--- src/rtl/pan_controller.sv ---
// Camera pan controller: debounced pan buttons drive a saturating pan position and
// emit at most one renderer shift pulse per frame, aligned to the start of vertical blanking.
`timescale 1ns/1ps

module pan_debounce #(
  parameter int CYCLES = 1_000_000,
  parameter int CNT_W  = 20
) (
  input  logic clk_100MHz,
  input  logic reset_n,
  input  logic btn,
  output logic deb
);
  localparam logic [CNT_W-1:0] CNT_LAST = CNT_W'(CYCLES - 1);

  logic             btn_m;
  logic             btn_s;
  logic [CNT_W-1:0] cnt;

  // NOTE: sequential state uses non-blocking (<=) so every flop samples pre-edge values.
  always_ff @(posedge clk_100MHz or negedge reset_n) begin
    if (!reset_n) begin
      btn_m <= 1'b0;
      btn_s <= 1'b0;
      cnt   <= '0;
      deb   <= 1'b0;
    end else begin
      btn_m <= btn;
      btn_s <= btn_m;
      // Any sample agreeing with the accepted level restarts the stability count.
      if (btn_s == deb) begin
        cnt <= '0;
      end else if (cnt == CNT_LAST) begin
        deb <= btn_s;
        cnt <= '0;
      end else begin
        cnt <= cnt + CNT_W'(1);
      end
    end
  end
endmodule

module pan_controller #(
  parameter int DEBOUNCE_CYCLES    = 1_000_000,
  parameter int STEP_PERIOD_FRAMES = 2,
  parameter int POS_MAX            = 200
) (
  input  logic       clk_100MHz,
  input  logic       reset_n,
  input  logic       btn_r,
  input  logic       btn_l,
  input  logic [9:0] y,
  output logic       shift_r,
  output logic       shift_l,
  output logic [7:0] pan_pos,
  output logic       at_min,
  output logic       at_max
);
  localparam int CNT_W  = ($clog2(DEBOUNCE_CYCLES) > 20) ? $clog2(DEBOUNCE_CYCLES) : 20;
  localparam int FCNT_W = (STEP_PERIOD_FRAMES > 1) ? $clog2(STEP_PERIOD_FRAMES) : 1;
  localparam logic [FCNT_W-1:0] FCNT_LAST = FCNT_W'(STEP_PERIOD_FRAMES - 1);
  localparam logic [7:0]        POS_TOP   = 8'(POS_MAX);
  localparam logic [9:0]        VB_LINE   = 10'd480;

  typedef enum logic {S_IDLE, S_REPEAT} state_t;
  typedef enum logic [1:0] {DIR_NONE, DIR_R, DIR_L} dir_t;

  logic              deb_r;
  logic              deb_l;
  logic              vb;
  logic              vb_d;
  logic              vb_start;
  dir_t              dir;
  dir_t              cur_dir;
  dir_t              cur_dir_nxt;
  dir_t              step_dir;
  state_t            state;
  state_t            state_nxt;
  logic [FCNT_W-1:0] fcnt;
  logic [FCNT_W-1:0] fcnt_nxt;
  logic [7:0]        pos_nxt;
  logic              shift_r_nxt;
  logic              shift_l_nxt;

  pan_debounce #(.CYCLES(DEBOUNCE_CYCLES), .CNT_W(CNT_W)) u_deb_r (
    .clk_100MHz (clk_100MHz),
    .reset_n    (reset_n),
    .btn        (btn_r),
    .deb        (deb_r)
  );

  pan_debounce #(.CYCLES(DEBOUNCE_CYCLES), .CNT_W(CNT_W)) u_deb_l (
    .clk_100MHz (clk_100MHz),
    .reset_n    (reset_n),
    .btn        (btn_l),
    .deb        (deb_l)
  );

  // y sits on line 480 for many clocks; only its first clock opens a step window.
  assign vb       = (y == VB_LINE);
  assign vb_start = vb & ~vb_d;

  // NOTE: every combinational output gets a default before any branch, so no latch is inferred.
  always_comb begin
    dir = DIR_NONE;
    if (deb_r && !deb_l)      dir = DIR_R;
    else if (deb_l && !deb_r) dir = DIR_L;
  end

  always_comb begin
    state_nxt   = state;
    cur_dir_nxt = cur_dir;
    fcnt_nxt    = fcnt;
    step_dir    = DIR_NONE;
    if (vb_start) begin
      case (state)
        S_IDLE: begin
          if (dir != DIR_NONE) begin
            step_dir    = dir;
            cur_dir_nxt = dir;
            fcnt_nxt    = '0;
            state_nxt   = S_REPEAT;
          end
        end
        S_REPEAT: begin
          if (dir == DIR_NONE) begin
            state_nxt = S_IDLE;
          end else if (dir != cur_dir) begin
            step_dir    = dir;
            cur_dir_nxt = dir;
            fcnt_nxt    = '0;
          end else if (fcnt == FCNT_LAST) begin
            step_dir = cur_dir;
            fcnt_nxt = '0;
          end else begin
            fcnt_nxt = fcnt + FCNT_W'(1);
          end
        end
        default: state_nxt = S_IDLE;
      endcase
    end
  end

  // A step against a travel limit is swallowed: no pulse, position unchanged.
  always_comb begin
    pos_nxt     = pan_pos;
    shift_r_nxt = 1'b0;
    shift_l_nxt = 1'b0;
    if (step_dir == DIR_R && pan_pos < POS_TOP) begin
      pos_nxt     = pan_pos + 8'd1;
      shift_r_nxt = 1'b1;
    end else if (step_dir == DIR_L && pan_pos != 8'd0) begin
      pos_nxt     = pan_pos - 8'd1;
      shift_l_nxt = 1'b1;
    end
  end

  always_ff @(posedge clk_100MHz or negedge reset_n) begin
    if (!reset_n) begin
      vb_d    <= 1'b0;
      state   <= S_IDLE;
      cur_dir <= DIR_NONE;
      fcnt    <= '0;
      pan_pos <= 8'd0;
      shift_r <= 1'b0;
      shift_l <= 1'b0;
      at_min  <= 1'b1;
      at_max  <= 1'b0;
    end else begin
      vb_d    <= vb;
      state   <= state_nxt;
      cur_dir <= cur_dir_nxt;
      fcnt    <= fcnt_nxt;
      pan_pos <= pos_nxt;
      shift_r <= shift_r_nxt;
      shift_l <= shift_l_nxt;
      at_min  <= (pos_nxt == 8'd0);
      at_max  <= (pos_nxt == POS_TOP);
    end
  end
endmodule

--- config.mk ---
export PLATFORM = sky130hd
export DESIGN_NAME = pan_controller
export DESIGN_NICKNAME = d
export VERILOG_FILES = /design/src/rtl/pan_controller.sv
export SDC_FILE = /design/constraint.sdc
export NUM_CORES = 1
export LEC_CHECK = 0
export BUFFER_PORTS_ARGS = -buffer_cell sky130_fd_sc_hd__buf_4
export CAP_MARGIN = 20
export CORE_UTILIZATION = 59
export CTS_CLUSTER_DIAMETER = 50
export DETAILED_ROUTE_END_ITERATION = 10
export GPL_ROUTABILITY_DRIVEN = 0
export PLACE_DENSITY_LB_ADDON = 0.25
export SETUP_SLACK_MARGIN = 0.15
export SLEW_MARGIN = 20
export SYNTH_ARGS = -nofsm -noshare
export SYNTH_HDL_FRONTEND = slang
export SYNTH_SLANG_ARGS = --single-unit
--- constraint.sdc ---
create_clock -name clk_100MHz -period 3.15 [get_ports clk_100MHz]
set_input_delay 0.1575 -clock clk_100MHz [delete_from_list [all_inputs] [get_ports clk_100MHz]]
set_output_delay 0.1575 -clock clk_100MHz [all_outputs]
set_load 0.01 [all_outputs]
==> impl_metrics.sql, run 1 <==
INSERT INTO impl_metrics (metric_group, metric, value, unit) VALUES
('run_status', 'run_status', 'finished clean', ''),
('floorplanning', 'effective_utilization_at_floorplan', '0.6216', ''),
('sta', 'timing.final.crit_share', '0.9249', ''),
('global_routing', 'antenna_found_initial', '0', ''),
('pwr', 'power_per_cell_area', '471.3', 'nW/um2'),
('finish', 'antenna-diode-count', '0', ''),
('cts', 'cts_root_buffer', 'sky130_fd_sc_hd__clkbuf_8', ''),
('sta', 'grt_setup_unrepaired', 'no', ''),
('logic_synthesis', 'synth-seq-cells', '63', ''),
('global_routing', 'first_pass_grt_wire_length', '10650', 'um'),
('global_routing', 'first_global_vias', '2357', ''),
('logic_synthesis', 'synth_simple_gate_area_frac', '0.2773', ''),
('finish', 'nFillCells', '366', ''),
('min_path', 'min_path_type', 'in2reg', ''),
('sta', 'slew-limit-headroom', '0.4890', ''),
('finish', 'finish.cell_count_without_fillers', '439', ''),
('sta', 'timing.final.setup_violations', '0', ''),
('logic_synthesis', 'ys_dominant_reg_cell', 'sky130_fd_sc_hd__dfrtp_1', ''),
('logic_synthesis', 'synth.distinct_cells', '46', ''),
('finish', 'num-nets-final', '386', ''),
('placement', 'port-buffer-count', '25', ''),
('floorplanning', 'die_x', '76.06', 'um'),
('finish', 'register_area', '1578', 'um2'),
('worst_setup_path', 'worstSetupStartpointType', 'register', ''),
('worst_setup_path', 'timing.critical_path.to_type', 'register', ''),
('logic_synthesis', 'net_count_of_the_mapped_netlist', '350', ''),
('logic_synthesis', 'average_size_of_a_mapped_cell', '9.865', 'um2'),
('pwr', 'final_total_pwr', '1.812', 'mW'),
('sta', 'setup-tns-final', '0', 'ns'),
('floorplanning', 'die_height', '76.06', 'um'),
('detailed_routing', 'vias', '2559', ''),
('sta', 'final.hold.worst_slack', '0.09082', 'ns'),
('sta', 'setup_skew', '0.01027', 'ns'),
('worst_setup_path', 'critPathKind', 'reg2reg', ''),
('placement', 'post-place-cells', '418', ''),
('logic_synthesis', 'synthXorXnorAreaFrac', '0.1056', ''),
('sta', 'timing.final.hold_violations', '0', ''),
('detailed_routing', 'detail_route.vias_per_cell', '5.829', ''),
('logic_synthesis', 'synth_common_cells', 'sky130_fd_sc_hd__dfrtp_1 (62), sky130_fd_sc_hd__nor2_1 (51), sky130_fd_sc_hd__nand3_1 (24)', ''),
('finish', 'final_layout_size_suffix_gt1_frac', '0.1816', ''),
('detailed_routing', 'detail-route-antenna-nets', '0', ''),
('logic_synthesis', 'synthAdderAreaFrac', '0.03094', ''),
('floorplanning', 'row_count', '26', ''),
('worst_setup_path', 'critPathArrivalTime', '3.16', 'ns'),
('cts', 'h-tree-depth', '3', ''),
('finish', 'area_of_the_multi_input_gates', '1648', 'um2'),
('worst_setup_path', 'required', '3.40', 'ns'),
('logic_synthesis', 'synth.most_common_cell', 'sky130_fd_sc_hd__dfrtp_1', ''),
('detailed_routing', 'detailed_route_wl', '6553', 'um'),
('logic_synthesis', 'synthArstFlopShare', '1.000', ''),
('logic_synthesis', 'synth_sequential_area_ratio', '0.4876', ''),
('logic_synthesis', 'synth_top_area_cell', 'sky130_fd_sc_hd__dfrtp_1', ''),
('cts', 'cts_tree', 'yes', ''),
('global_routing', 'grt_remaining_overflow', '0', ''),
('global_routing', 'grtUsageTotal', '0.2323', ''),
('detailed_routing', 'drt-pass1-iter-count', '5', ''),
('sta', 'final_max_slew_viol_count', '0', ''),
('logic_synthesis', 'total_of_warnings_raised_by_yosys', '0', ''),
('sta', 'max_freq', '0.3432', 'GHz'),
('logic_synthesis', 'synthesis.area', '3236', 'um2'),
('logic_synthesis', 'largest_family_of_logic_cells_by_synthesized_area', 'simple AND/OR/NAND/NOR gates', ''),
('pwr', 'power.ir.vdd_worst', '0.4177', 'mV'),
('sta', 'slew_at_the_pin_with_the_worst_max_slew_slack', '0.7665', 'ns'),
('pwr', 'power.static_leakage', '1.710', 'nW'),
('logic_synthesis', 'synthCells', '328', ''),
('sta', 'finalWorstPathRequiredPeriod', '2.914', 'ns'),
('logic_synthesis', 'post_synth_mux_area_share', '0.01005', ''),
('floorplanning', 'coreArea', '5205', 'um2'),
('global_routing', 'grt_start_max_net_pins', '64', ''),
('cts', 'clk-insertion-delay-late', '0.33', 'ns'),
('logic_synthesis', 'synth_enable_flop_cells', '0', '');
## where the power goes
part,internal [mW],total (mW),switching [mW]
registers,0.830,0.845,0.0143
logic,0.0501,0.115,0.0654
clock network,0.549,0.852,0.303
## logic make-up after synthesis
kind of cell	after synthesis
adders and majority gates	8
buffers and inverters	19
and+or+nand+nor	167
muxes	3
AOI/OAI and AO/OA	29
xor gates and xnor gates	39
DFF	63
## critical path, cell delays in order (launching register included)
cell                      delay (ns)
sky130_fd_sc_hd__dfrtp_1        0.43
sky130_fd_sc_hd__inv_1          0.11
sky130_fd_sc_hd__ha_1           0.24
sky130_fd_sc_hd__and4_1         0.23
sky130_fd_sc_hd__mux2i_1        0.13
sky130_fd_sc_hd__a221o_1        0.45
sky130_fd_sc_hd__or3b_1         0.41
sky130_fd_sc_hd__and3b_4        0.22
sky130_fd_sc_hd__or4_4          0.49
sky130_fd_sc_hd__nor4_2         0.13
## placed cells by master (no fill, tap or decap), drive strengths merged, types with 2 or more instances in the layout
cell type and count:
dfrtp 62, nor2 51, buf 29, nand3 24, xor2 22, nand2 21, xnor2 17, and3 14
clkbuf 13, inv 12, ha 8, nor3 8, nor4 8, o21ai 6, or3 6, nor4b 5
and2 5, or2 5, a21oi 5, o22ai 4, and3b 4, or4 4, and4 3, a221o 3
a21boi 3, bufinv 3, dlygate4sd3 3, nor3b 3, o21a 2, mux2 2, o31ai 2
## stage by stage
step,instance area (um2),utilization,setup slack (ns)
floorplan,3236,-,0.4061
global placement,3500,0.6724,0.2045
detailed placement,3500,0.6724,0.1017
CTS,3775,0.7252,0.2077
global route,3845,0.7387,0.08630
finish,3845,0.7387,0.2365
## worst paths after layout
path | slack [ns] | startpoint | endpoint | depth (start not counted)
max | 0.24 | u_deb_l.deb$_DFFE_PN0P_ | at_max$_DFF_PN0_ | 9
min | 0.09 | y[3] | vb_d$_DFF_PN0_ | 3
max reg2reg | 0.24 | u_deb_l.deb$_DFFE_PN0P_ | at_max$_DFF_PN0_ | 9
min reg2reg | 0.36 | u_deb_l.btn_m$_DFF_PN0_ | u_deb_l.btn_s$_DFF_PN0_ | 0
max in group asynchronous | 2.20 | reset_n | u_deb_l.cnt[17]$_DFF_PN0_ | 2
min in group asynchronous | 0.44 | reset_n | u_deb_r.cnt[18]$_DFF_PN0_ | 2
## registers in the layout, summed over array words and instances, names as in the netlist
signal         cells
shift_r            1
u_deb_l.btn_m      1
vb_d               1
fcnt               1
u_deb_r.deb        1
u_deb_l.deb        1
u_deb_r.btn_s      1
u_deb_r.btn_m      1
at_min             1
cur_dir            2
at_max             1
pan_pos            8
u_deb_l.btn_s      1
u_deb_l.cnt       20
shift_l            1
state              1
u_deb_r.cnt       20
## routing by layer
layer / vias to the layer above / global-route usage / routed length (um)
li1: 1216 / - / -
met1: 1234 / 0.3094 / 3050
met2: 93 / 0.3709 / 3029
met3: 16 / 0.05868 / 358
met4: 0 / 0.08269 / 114
met5: - / 0 / 0
## area by class of cell
cell class	instances	share of cell area
multi-input cells	246	0.4286
flip-flops and latches	63	0.4103
repair buffers	32	0.06443
clock buffers	13	0.03872
clock inverters	3	0.02343
well taps	70	0.02278
inverters	12	0.01171
## what timing repair did
action,4_1_cts,5_1_grt
resized for setup,1,10
hold endpoints to repair,64,0
hold buffers,3,0
endpoints found under the setup margin,1,2
pin swaps,0,1
setup buffers,0,2
Power figures use the tool's default switching activity.
==> run 2: changes to the inputs <==
- ABC_AREA: default -> 1
- CORE_ASPECT_RATIO: default -> 0.6
- CORE_UTILIZATION: 59 -> 60
==> impl_metrics.sql, run 2 <==
INSERT INTO impl_metrics (metric_group, metric, value, unit) VALUES
('detailed_routing', 'vias', '2924', ''),
('worst_setup_path', 'ff_to_ff_setup_slack', '0.86', 'ns'),
('sta', 'max_freq', '0.4373', 'GHz'),
('logic_synthesis', 'synthesis.area', '3523', 'um2'),
('cts', 'cts_root_buffer', 'sky130_fd_sc_hd__clkbuf_8', ''),
('min_path', 'hold-path-cell-count', '4', ''),
('worst_setup_path', 'required', '3.43', 'ns'),
('logic_synthesis', 'synth.most_common_cell', 'sky130_fd_sc_hd__nand2_1', ''),
('logic_synthesis', 'synth_top_area_cell', 'sky130_fd_sc_hd__dfrtp_1', ''),
('floorplanning', 'die_height', '61.36', 'um'),
('logic_synthesis', 'synthCells', '444', ''),
('detailed_routing', 'detail_route.vias_per_cell', '5.166', ''),
('logic_synthesis', 'average_size_of_a_mapped_cell', '7.936', 'um2'),
('worst_setup_path', 'critical_path.reg2reg.startpoint', 'u_deb_r.deb$_DFFE_PN0P_', ''),
('cts', 'clk-insertion-delay-late', '0.34', 'ns'),
('finish', 'area_of_all_placed_cells_without_fillers', '4009', 'um2'),
('sta', 'setup-tns-final', '0', 'ns'),
('worst_setup_path', 'critPathArrivalTime', '2.56', 'ns'),
('detailed_routing', 'detailed_route_wl', '7015', 'um'),
('detailed_routing', 'detail_route.drc_violations', '0', ''),
('logic_synthesis', 'yosys-top-cells-area', 'sky130_fd_sc_hd__dfrtp_1 (44%), sky130_fd_sc_hd__nand2_1 (9.3%), sky130_fd_sc_hd__inv_1 (7.2%)', ''),
('cts', 'h-tree-depth', '3', ''),
('global_routing', 'grt_remaining_overflow', '0', ''),
('global_routing', 'first_global_vias', '2499', ''),
('worst_setup_path', 'timing.critical_path.to_type', 'register', ''),
('sta', 'finalWorstPathRequiredPeriod', '2.287', 'ns'),
('global_routing', 'antenna_found_initial', '0', ''),
('logic_synthesis', 'synth_sequential_area_ratio', '0.4478', ''),
('cts', 'cts_resized', '0', ''),
('logic_synthesis', 'net_count_of_the_mapped_netlist', '466', ''),
('cts', 'cts_tree', 'yes', ''),
('detailed_routing', 'initialDrtViolationCount', '167', ''),
('finish', 'syn_to_final_growth', '13.78', '%'),
('flow_run', 'cap_violations', '0', ''),
('sta', 'timing.final.crit_share', '0.7259', ''),
('logic_synthesis', 'synthArstFlopShare', '1.000', ''),
('cts', 'cts_num_sinks', '63', ''),
('sta', 'final.hold.worst_slack', '0.1152', 'ns'),
('logic_synthesis', 'synth-seq-cells', '63', ''),
('logic_synthesis', 'synth_enable_flop_cells', '0', ''),
('sta', 'final_max_slew_viol_count', '0', ''),
('placement', 'port-buffer-count', '25', ''),
('sta', 'grt_setup_unrepaired', 'no', ''),
('finish', 'nFillCells', '461', ''),
('logic_synthesis', 'synth_top_area_frac', '0.4403', ''),
('floorplanning', 'fp.dieArea', '6193', 'um2'),
('detailed_routing', 'drt-pass1-iter-count', '4', ''),
('finish', 'commonest_cells_after_routing_fill_and_taps_aside', 'sky130_fd_sc_hd__nand2_1 (87), sky130_fd_sc_hd__inv_1 (68), sky130_fd_sc_hd__dfrtp_1 (62)', ''),
('pwr', 'power.static_leakage', '1.901', 'nW'),
('worst_setup_path', 'r2r-end', 'at_max$_DFF_PN0_', ''),
('sta', 'timing.final.hold_violations', '0', ''),
('cts', 'cts_made_buffers', '9', ''),
('cts', 'clk_pin_slew', '0.07', 'ns'),
('worst_setup_path', 'timing.reg2reg.worst_path_depth', '15', ''),
('finish', 'layout.cells.most_common', 'sky130_fd_sc_hd__nand2_1', ''),
('global_routing', 'first_pass_grt_wire_length', '11520', 'um'),
('floorplanning', 'ioPinCount', '26', ''),
('detailed_routing', 'detail-route-antenna-nets', '0', ''),
('run_status', 'run_status', 'finished clean', ''),
('logic_synthesis', 'synth.distinct_cells', '35', ''),
('placement', 'detailed_place_hpwl', '5312', 'um'),
('worst_setup_path', 'timing.critical_path.fanout_max', '5', ''),
('sta', 'timing.final.setup_violations', '0', ''),
('pwr', 'power.ir.vdd_worst', '0.3555', 'mV'),
('floorplanning', 'effective_utilization_at_floorplan', '0.6266', ''),
('sta', 'slew_at_the_pin_with_the_worst_max_slew_slack', '0.7680', 'ns'),
('logic_synthesis', 'ys_dominant_reg_cell', 'sky130_fd_sc_hd__dfrtp_1', ''),
('sta', 'slew-limit-headroom', '0.4880', ''),
('cts', 'hold_fix_buffers_at_cts', '3', ''),
('floorplanning', 'row_count', '21', ''),
('placement', 'placed_cell_area', '3802', 'um2'),
('finish', 'antenna-diode-count', '0', ''),
('worst_setup_path', 'worstSetupStartpointType', 'register', ''),
('cts', 'cts_setup_buffers', '0', ''),
('min_path', 'timing.hold.worst_endpoint', 'vb_d$_DFF_PN0_', ''),
('detailed_routing', 'detail_route.wl_per_cell', '12.39', 'um'),
('pwr', 'power_per_cell_area', '376.9', 'nW/um2'),
('global_routing', 'grtUsageTotal', '0.2512', ''),
('sta', 'setup_skew', '0.008116', 'ns'),
('floorplanning', 'die_x', '100.9', 'um'),
('finish', 'top_regs', 'u_deb_l.cnt x20, u_deb_r.cnt x20, pan_pos x8', ''),
('finish', 'num-nets-final', '503', ''),
('min_path', 'min_path_type', 'in2reg', ''),
('finish', 'final_layout_size_suffix_gt1_frac', '0.1543', ''),
('cts', 'clock_path_buffers', '2', ''),
('logic_synthesis', 'synth_common_cells', 'sky130_fd_sc_hd__nand2_1 (87), sky130_fd_sc_hd__inv_1 (68), sky130_fd_sc_hd__dfrtp_1 (62)', ''),
('floorplanning', 'coreArea', '5623', 'um2'),
('global_routing', 'grt_start_max_net_pins', '64', ''),
('min_path', 'hp-start', 'y[4]', ''),
('worst_setup_path', 'critPathKind', 'reg2reg', ''),
('logic_synthesis', 'total_of_warnings_raised_by_yosys', '0', '');
## run 2: cell types whose count changed in the layout (fill, tap and decap cells not counted), sizes merged, moves of 6 or more
cell and change:
and3 -11, nand2 +74, nor3 +17, nor2 +20, nand4 +9, a21oi +6
xor2 -7, or3 -6, nand3 +11, inv +60, xnor2 -13
## run 2: worst max-delay path, stage by stage (launching register included)
cell	delay, ns
sky130_fd_sc_hd__dfrtp_1	0.43
sky130_fd_sc_hd__inv_1	0.10
sky130_fd_sc_hd__ha_1	0.36
sky130_fd_sc_hd__nor3_2	0.19
sky130_fd_sc_hd__nand2_1	0.07
sky130_fd_sc_hd__nand2_1	0.10
sky130_fd_sc_hd__nand2_1	0.10
sky130_fd_sc_hd__inv_1	0.09
sky130_fd_sc_hd__nand3_1	0.17
sky130_fd_sc_hd__nand2_2	0.15
sky130_fd_sc_hd__nand2_1	0.06
sky130_fd_sc_hd__nand2_1	0.07
sky130_fd_sc_hd__nand3_1	0.07
sky130_fd_sc_hd__nor2_1	0.10
sky130_fd_sc_hd__nand2_1	0.07
sky130_fd_sc_hd__nor2_1	0.09
## run 2: cells by family (layout without fill, tap and decap cells)
| logic type | after synthesis | after routing | share of synthesized area |
|---|---|---|---|
| flip-flops | 63 | 63 | 0.4478 |
| AND/OR/NAND/NOR | 254 | 254 | 0.3523 |
| buffers and inverters | 74 | 116 | 0.07919 |
| adder cells (fa/ha/maj) | 8 | 8 | 0.02841 |
| AO/OA/AOI/OAI | 25 | 25 | 0.04191 |
| multiplexers | 1 | 1 | 0.003196 |
| XOR/XNOR | 19 | 19 | 0.04723 |
## run 2: metal layers
metal	track usage	wire, um
met1	0.3872	3694
met5	0	0
met4	0.07453	57
met2	0.3405	2777
met3	0.07151	485
## run 2: how the worst max path moves through the flow
stage	from	to	slack, ns	cells past startpoint
finish	u_deb_r.deb$_DFFE_PN0P_	at_max$_DFF_PN0_	0.86	15
global route	u_deb_r.deb$_DFFE_PN0P_	at_min$_DFF_PN1_	0.60	17
CTS	u_deb_r.deb$_DFFE_PN0P_	at_min$_DFF_PN1_	0.89	17
detailed placement	u_deb_r.deb$_DFFE_PN0P_	at_max$_DFF_PN0_	0.91	17
global placement	u_deb_r.deb$_DFFE_PN0P_	at_max$_DFF_PN0_	0.99	17
floorplan	u_deb_r.deb$_DFFE_PN0P_	at_min$_DFF_PN1_	1.22	17
## run 2: layout make-up
class / instances / area, um2 / area share
Clock buffer: 13 / 158.9 / 0.03964
Clock inverter: 3 / 17.52 / 0.004370
Inverter: 72 / 270.3 / 0.06742
Multi-Input combinational cell: 307 / 1667 / 0.4157
Sequential cell: 63 / 1578 / 0.3936
Tap cell: 80 / 100.1 / 0.02497
Timing Repair Buffer: 28 / 217.7 / 0.05431
## run 2: report_power, final
group	leakage [nW]	switching, mW	internal [mW]
combinational	1.00	0.0405	0.0229
sequential	0.810	0.00575	0.819
clock	0.0894	0.297	0.326
total	1.90	0.343	1.17
## run 2: through the flow
stage,std cells,setup slack (ns),power [mW],utilization
detailed placement,547,0.9114,0.9007,0.6762
global route,566,0.6004,1.566,0.7130
floorplan,444,1.215,0.8647,-
CTS,566,0.8927,1.524,0.7130
finish,566,0.8633,1.511,0.7130
global placement,547,0.9864,0.8991,0.6762
==> run 3: changes to the inputs <==
- clock period: 3.15 -> 2.23 ns (I/O delays scaled with it)
==> impl_metrics.sql, run 3 (same netlist as run 2, synthesis figures left out) <==
INSERT INTO impl_metrics (metric_group, metric, value, unit) VALUES
('finish', 'register_area', '1579', 'um2'),
('detailed_routing', 'vias', '3210', ''),
('floorplanning', 'coreArea', '5623', 'um2'),
('floorplanning', 'die_x', '100.9', 'um'),
('finish', 'antenna-diode-count', '0', ''),
('finish', 'layout.cells.most_common', 'sky130_fd_sc_hd__nand2_1', ''),
('finish', 'area_of_the_multi_input_gates', '1818', 'um2'),
('global_routing', 'grtUsageTotal', '0.2717', ''),
('placement', 'port-buffer-count', '25', ''),
('worst_setup_path', 'timing.reg2reg.worst_path_depth', '15', ''),
('detailed_routing', 'drt-pass1-iter-count', '5', ''),
('sta', 'timing.final.hold_violations', '0', ''),
('global_routing', 'grt_start_max_net_pins', '64', ''),
('worst_setup_path', 'critPathBufInv', '4', ''),
('detailed_routing', 'detail_route.drc_violations', '0', ''),
('detailed_routing', 'detailed_route_wl', '8753', 'um'),
('cts', 'cts_tree', 'yes', ''),
('cts', 'cts_num_sinks', '63', ''),
('worst_setup_path', 'worstSetupStartpointType', 'register', ''),
('cts', 'clk-insertion-delay-late', '0.36', 'ns'),
('worst_setup_path', 'timing.critical_path.fanout_max', '4', ''),
('detailed_routing', 'detail_route.wl_per_cell', '14.91', 'um'),
('sta', 'grt_setup_unrepaired', 'yes', ''),
('sta', 'final_max_slew_viol_count', '0', ''),
('cts', 'clk_pin_slew', '0.08', 'ns'),
('worst_setup_path', 'path_delay_family', 'simple AND/OR/NAND/NOR gates', ''),
('sta', 'finalWorstPathRequiredPeriod', '2.168', 'ns'),
('floorplanning', 'die_height', '61.36', 'um'),
('floorplanning', 'row_count', '21', ''),
('worst_setup_path', 'cp_slowest_stage_delay', '0.46', 'ns'),
('pwr', 'final_total_pwr', '2.302', 'mW'),
('worst_setup_path', 'critPathArrivalTime', '2.46', 'ns'),
('worst_setup_path', 'most_frequent_cell_on_critical_path', 'sky130_fd_sc_hd__nand2_1', ''),
('cts', 'cts_made_buffers', '9', ''),
('floorplanning', 'ioPinCount', '26', ''),
('min_path', 'hp-start', 'y[4]', ''),
('worst_setup_path', 'critical_path.reg2reg.startpoint', 'u_deb_r.deb$_DFFE_PN0P_', ''),
('worst_setup_path', 'r2r-end', 'at_max$_DFF_PN0_', ''),
('finish', 'top_regs', 'u_deb_l.cnt x20, u_deb_r.cnt x20, pan_pos x8', ''),
('worst_setup_path', 'worst_setup_path_startpoint', 'u_deb_r.deb$_DFFE_PN0P_', ''),
('sta', 'setup_skew', '0.01277', 'ns'),
('global_routing', 'antenna_found_initial', '0', ''),
('worst_setup_path', 'critical_path.slowest_cell', 'sky130_fd_sc_hd__dfrtp_2', ''),
('sta', 'timing.final.setup_violations', '0', ''),
('global_routing', 'first_pass_grt_wire_length', '12340', 'um'),
('min_path', 'timing.hold.worst_endpoint', 'vb_d$_DFF_PN0_', ''),
('run_status', 'run_status', 'finished clean', ''),
('finish', 'num-nets-final', '524', ''),
('finish', 'syn_to_final_growth', '23.58', '%'),
('detailed_routing', 'initialDrtViolationCount', '196', ''),
('worst_setup_path', 'path_cells', 'inv_4 -> ha_4 -> inv_4 -> a21oi_4 -> nand3_2 -> a21boi_0 -> nand2_1 -> nand3_2 -> nand2_2 -> buf_4 -> nand4_1 -> nand2_1 -> inv_1 -> nand2_1 -> nor2_1', ''),
('worst_setup_path', 'critical_path_depth', '15', ''),
('worst_setup_path', 'critPathKind', 'reg2reg', ''),
('sta', 'timing.final.crit_share', '0.9722', ''),
('pwr', 'power.ir.vdd_worst', '0.4711', 'mV'),
('pwr', 'power_per_cell_area', '528.7', 'nW/um2'),
('min_path', 'hold-path-cell-count', '4', ''),
('global_routing', 'first_global_vias', '2555', ''),
('min_path', 'min_path_type', 'in2reg', ''),
('placement', 'detailed_place_hpwl', '5471', 'um'),
('worst_setup_path', 'timing.critical_path.to_type', 'register', ''),
('finish', 'final_layout_size_suffix_gt1_frac', '0.2465', ''),
('sta', 'final.hold.worst_slack', '0.04307', 'ns'),
('global_routing', 'grt_remaining_overflow', '0', ''),
('detailed_routing', 'detail_route.vias_per_cell', '5.468', ''),
('worst_setup_path', 'required', '2.53', 'ns'),
('sta', 'slew-limit-headroom', '0.4887', ''),
('floorplanning', 'effective_utilization_at_floorplan', '0.6266', ''),
('finish', 'nFillCells', '372', ''),
('sta', 'max_freq', '0.4612', 'GHz'),
('pwr', 'power.static_leakage', '2.042', 'nW'),
('cts', 'cts_root_buffer', 'sky130_fd_sc_hd__clkbuf_8', ''),
('floorplanning', 'fp.dieArea', '6193', 'um2'),
('finish', 'commonest_cells_after_routing_fill_and_taps_aside', 'sky130_fd_sc_hd__nand2_1 (80), sky130_fd_sc_hd__inv_1 (65), sky130_fd_sc_hd__dfrtp_1 (61)', ''),
('cts', 'h-tree-depth', '3', ''),
('flow_run', 'cap_violations', '0', ''),
('sta', 'slew_at_the_pin_with_the_worst_max_slew_slack', '0.7669', 'ns'),
('cts', 'clock_path_buffers', '2', ''),
('worst_setup_path', 'ff_to_ff_setup_slack', '0.06', 'ns'),
('detailed_routing', 'detail-route-antenna-nets', '0', '');
-- run 3: cell count changes in the layout (fill, tap and decap cells not counted), sizes merged --
cell | before | now
clkbuf | 13 | 10
clkinv | 2 | 3
bufinv | 0 | 1
inv | 72 | 73
buf | 25 | 46
-- run 3: worst min-delay path, cell delays in order --
cell and delay (ns):
sky130_fd_sc_hd__buf_4 0.09, sky130_fd_sc_hd__nor2_2 0.03, sky130_fd_sc_hd__nand3_2 0.08, sky130_fd_sc_hd__nor2_4 0.05
-- run 3: cell type report --
type | instances | area share
Clock inverter | 6 | 0.01580
Timing Repair Buffer | 49 | 0.08621
Multi-Input combinational cell | 307 | 0.4175
Clock buffer | 10 | 0.03161
Sequential cell | 63 | 0.3626
Inverter | 72 | 0.06322
Tap cell | 80 | 0.02299
-- run 3: metal layers --
layer,GRT usage,share of wire,vias up
met5,0,0,-
met4,0.08075,0.025,0
met3,0.06810,0.084,28
met2,0.3894,0.44,159
met1,0.4091,0.46,1494
li1,-,-,1529
-- run 3: repair_timing --
action                                  in CTS  in global routing
hold buffers                                 3                  0
endpoints found under the setup margin       3                 13
buffers inserted                             8                 10
resized for setup                           15                 24
pin swaps                                    7                 16
endpoints found under the hold margin       64                  0
-- run 3: power breakdown --
group | total, mW | switching [mW] | internal [mW] | leakage, nW
Clock | 1.03 | 0.483 | 0.551 | 0.103
Sequential | 1.17 | 0.0103 | 1.16 | 0.809
Combinational | 0.102 | 0.0624 | 0.0396 | 1.13
-- run 3: worst max-delay path by stage --
stage / end / slack (ns)
2_1_floorplan: at_min$_DFF_PN1_ / 0.30
3_3_place_gp: at_max$_DFF_PN0_ / 0.13
3_5_place_dp: at_min$_DFF_PN1_ / 0.03
4_1_cts: u_deb_r.cnt[16]$_DFF_PN0_ / 0.15
5_1_grt: at_min$_DFF_PN1_ / -0.09
6_report: at_max$_DFF_PN0_ / 0.06
-- run 3: per-stage QoR --
step,instance area [um2],worst slack [ns],instances,utilization,TNS [ns]
5_1_grt,4354,-0.09355,587,0.7744,-0.1842
4_1_cts,4189,0.1526,577,0.7450,0
2_1_floorplan,3523,0.2954,444,-,0
3_3_place_gp,3825,0.1270,550,0.6802,0
3_5_place_dp,3825,0.02992,550,0.6802,0
6_report,4354,0.06196,587,0.7744,0
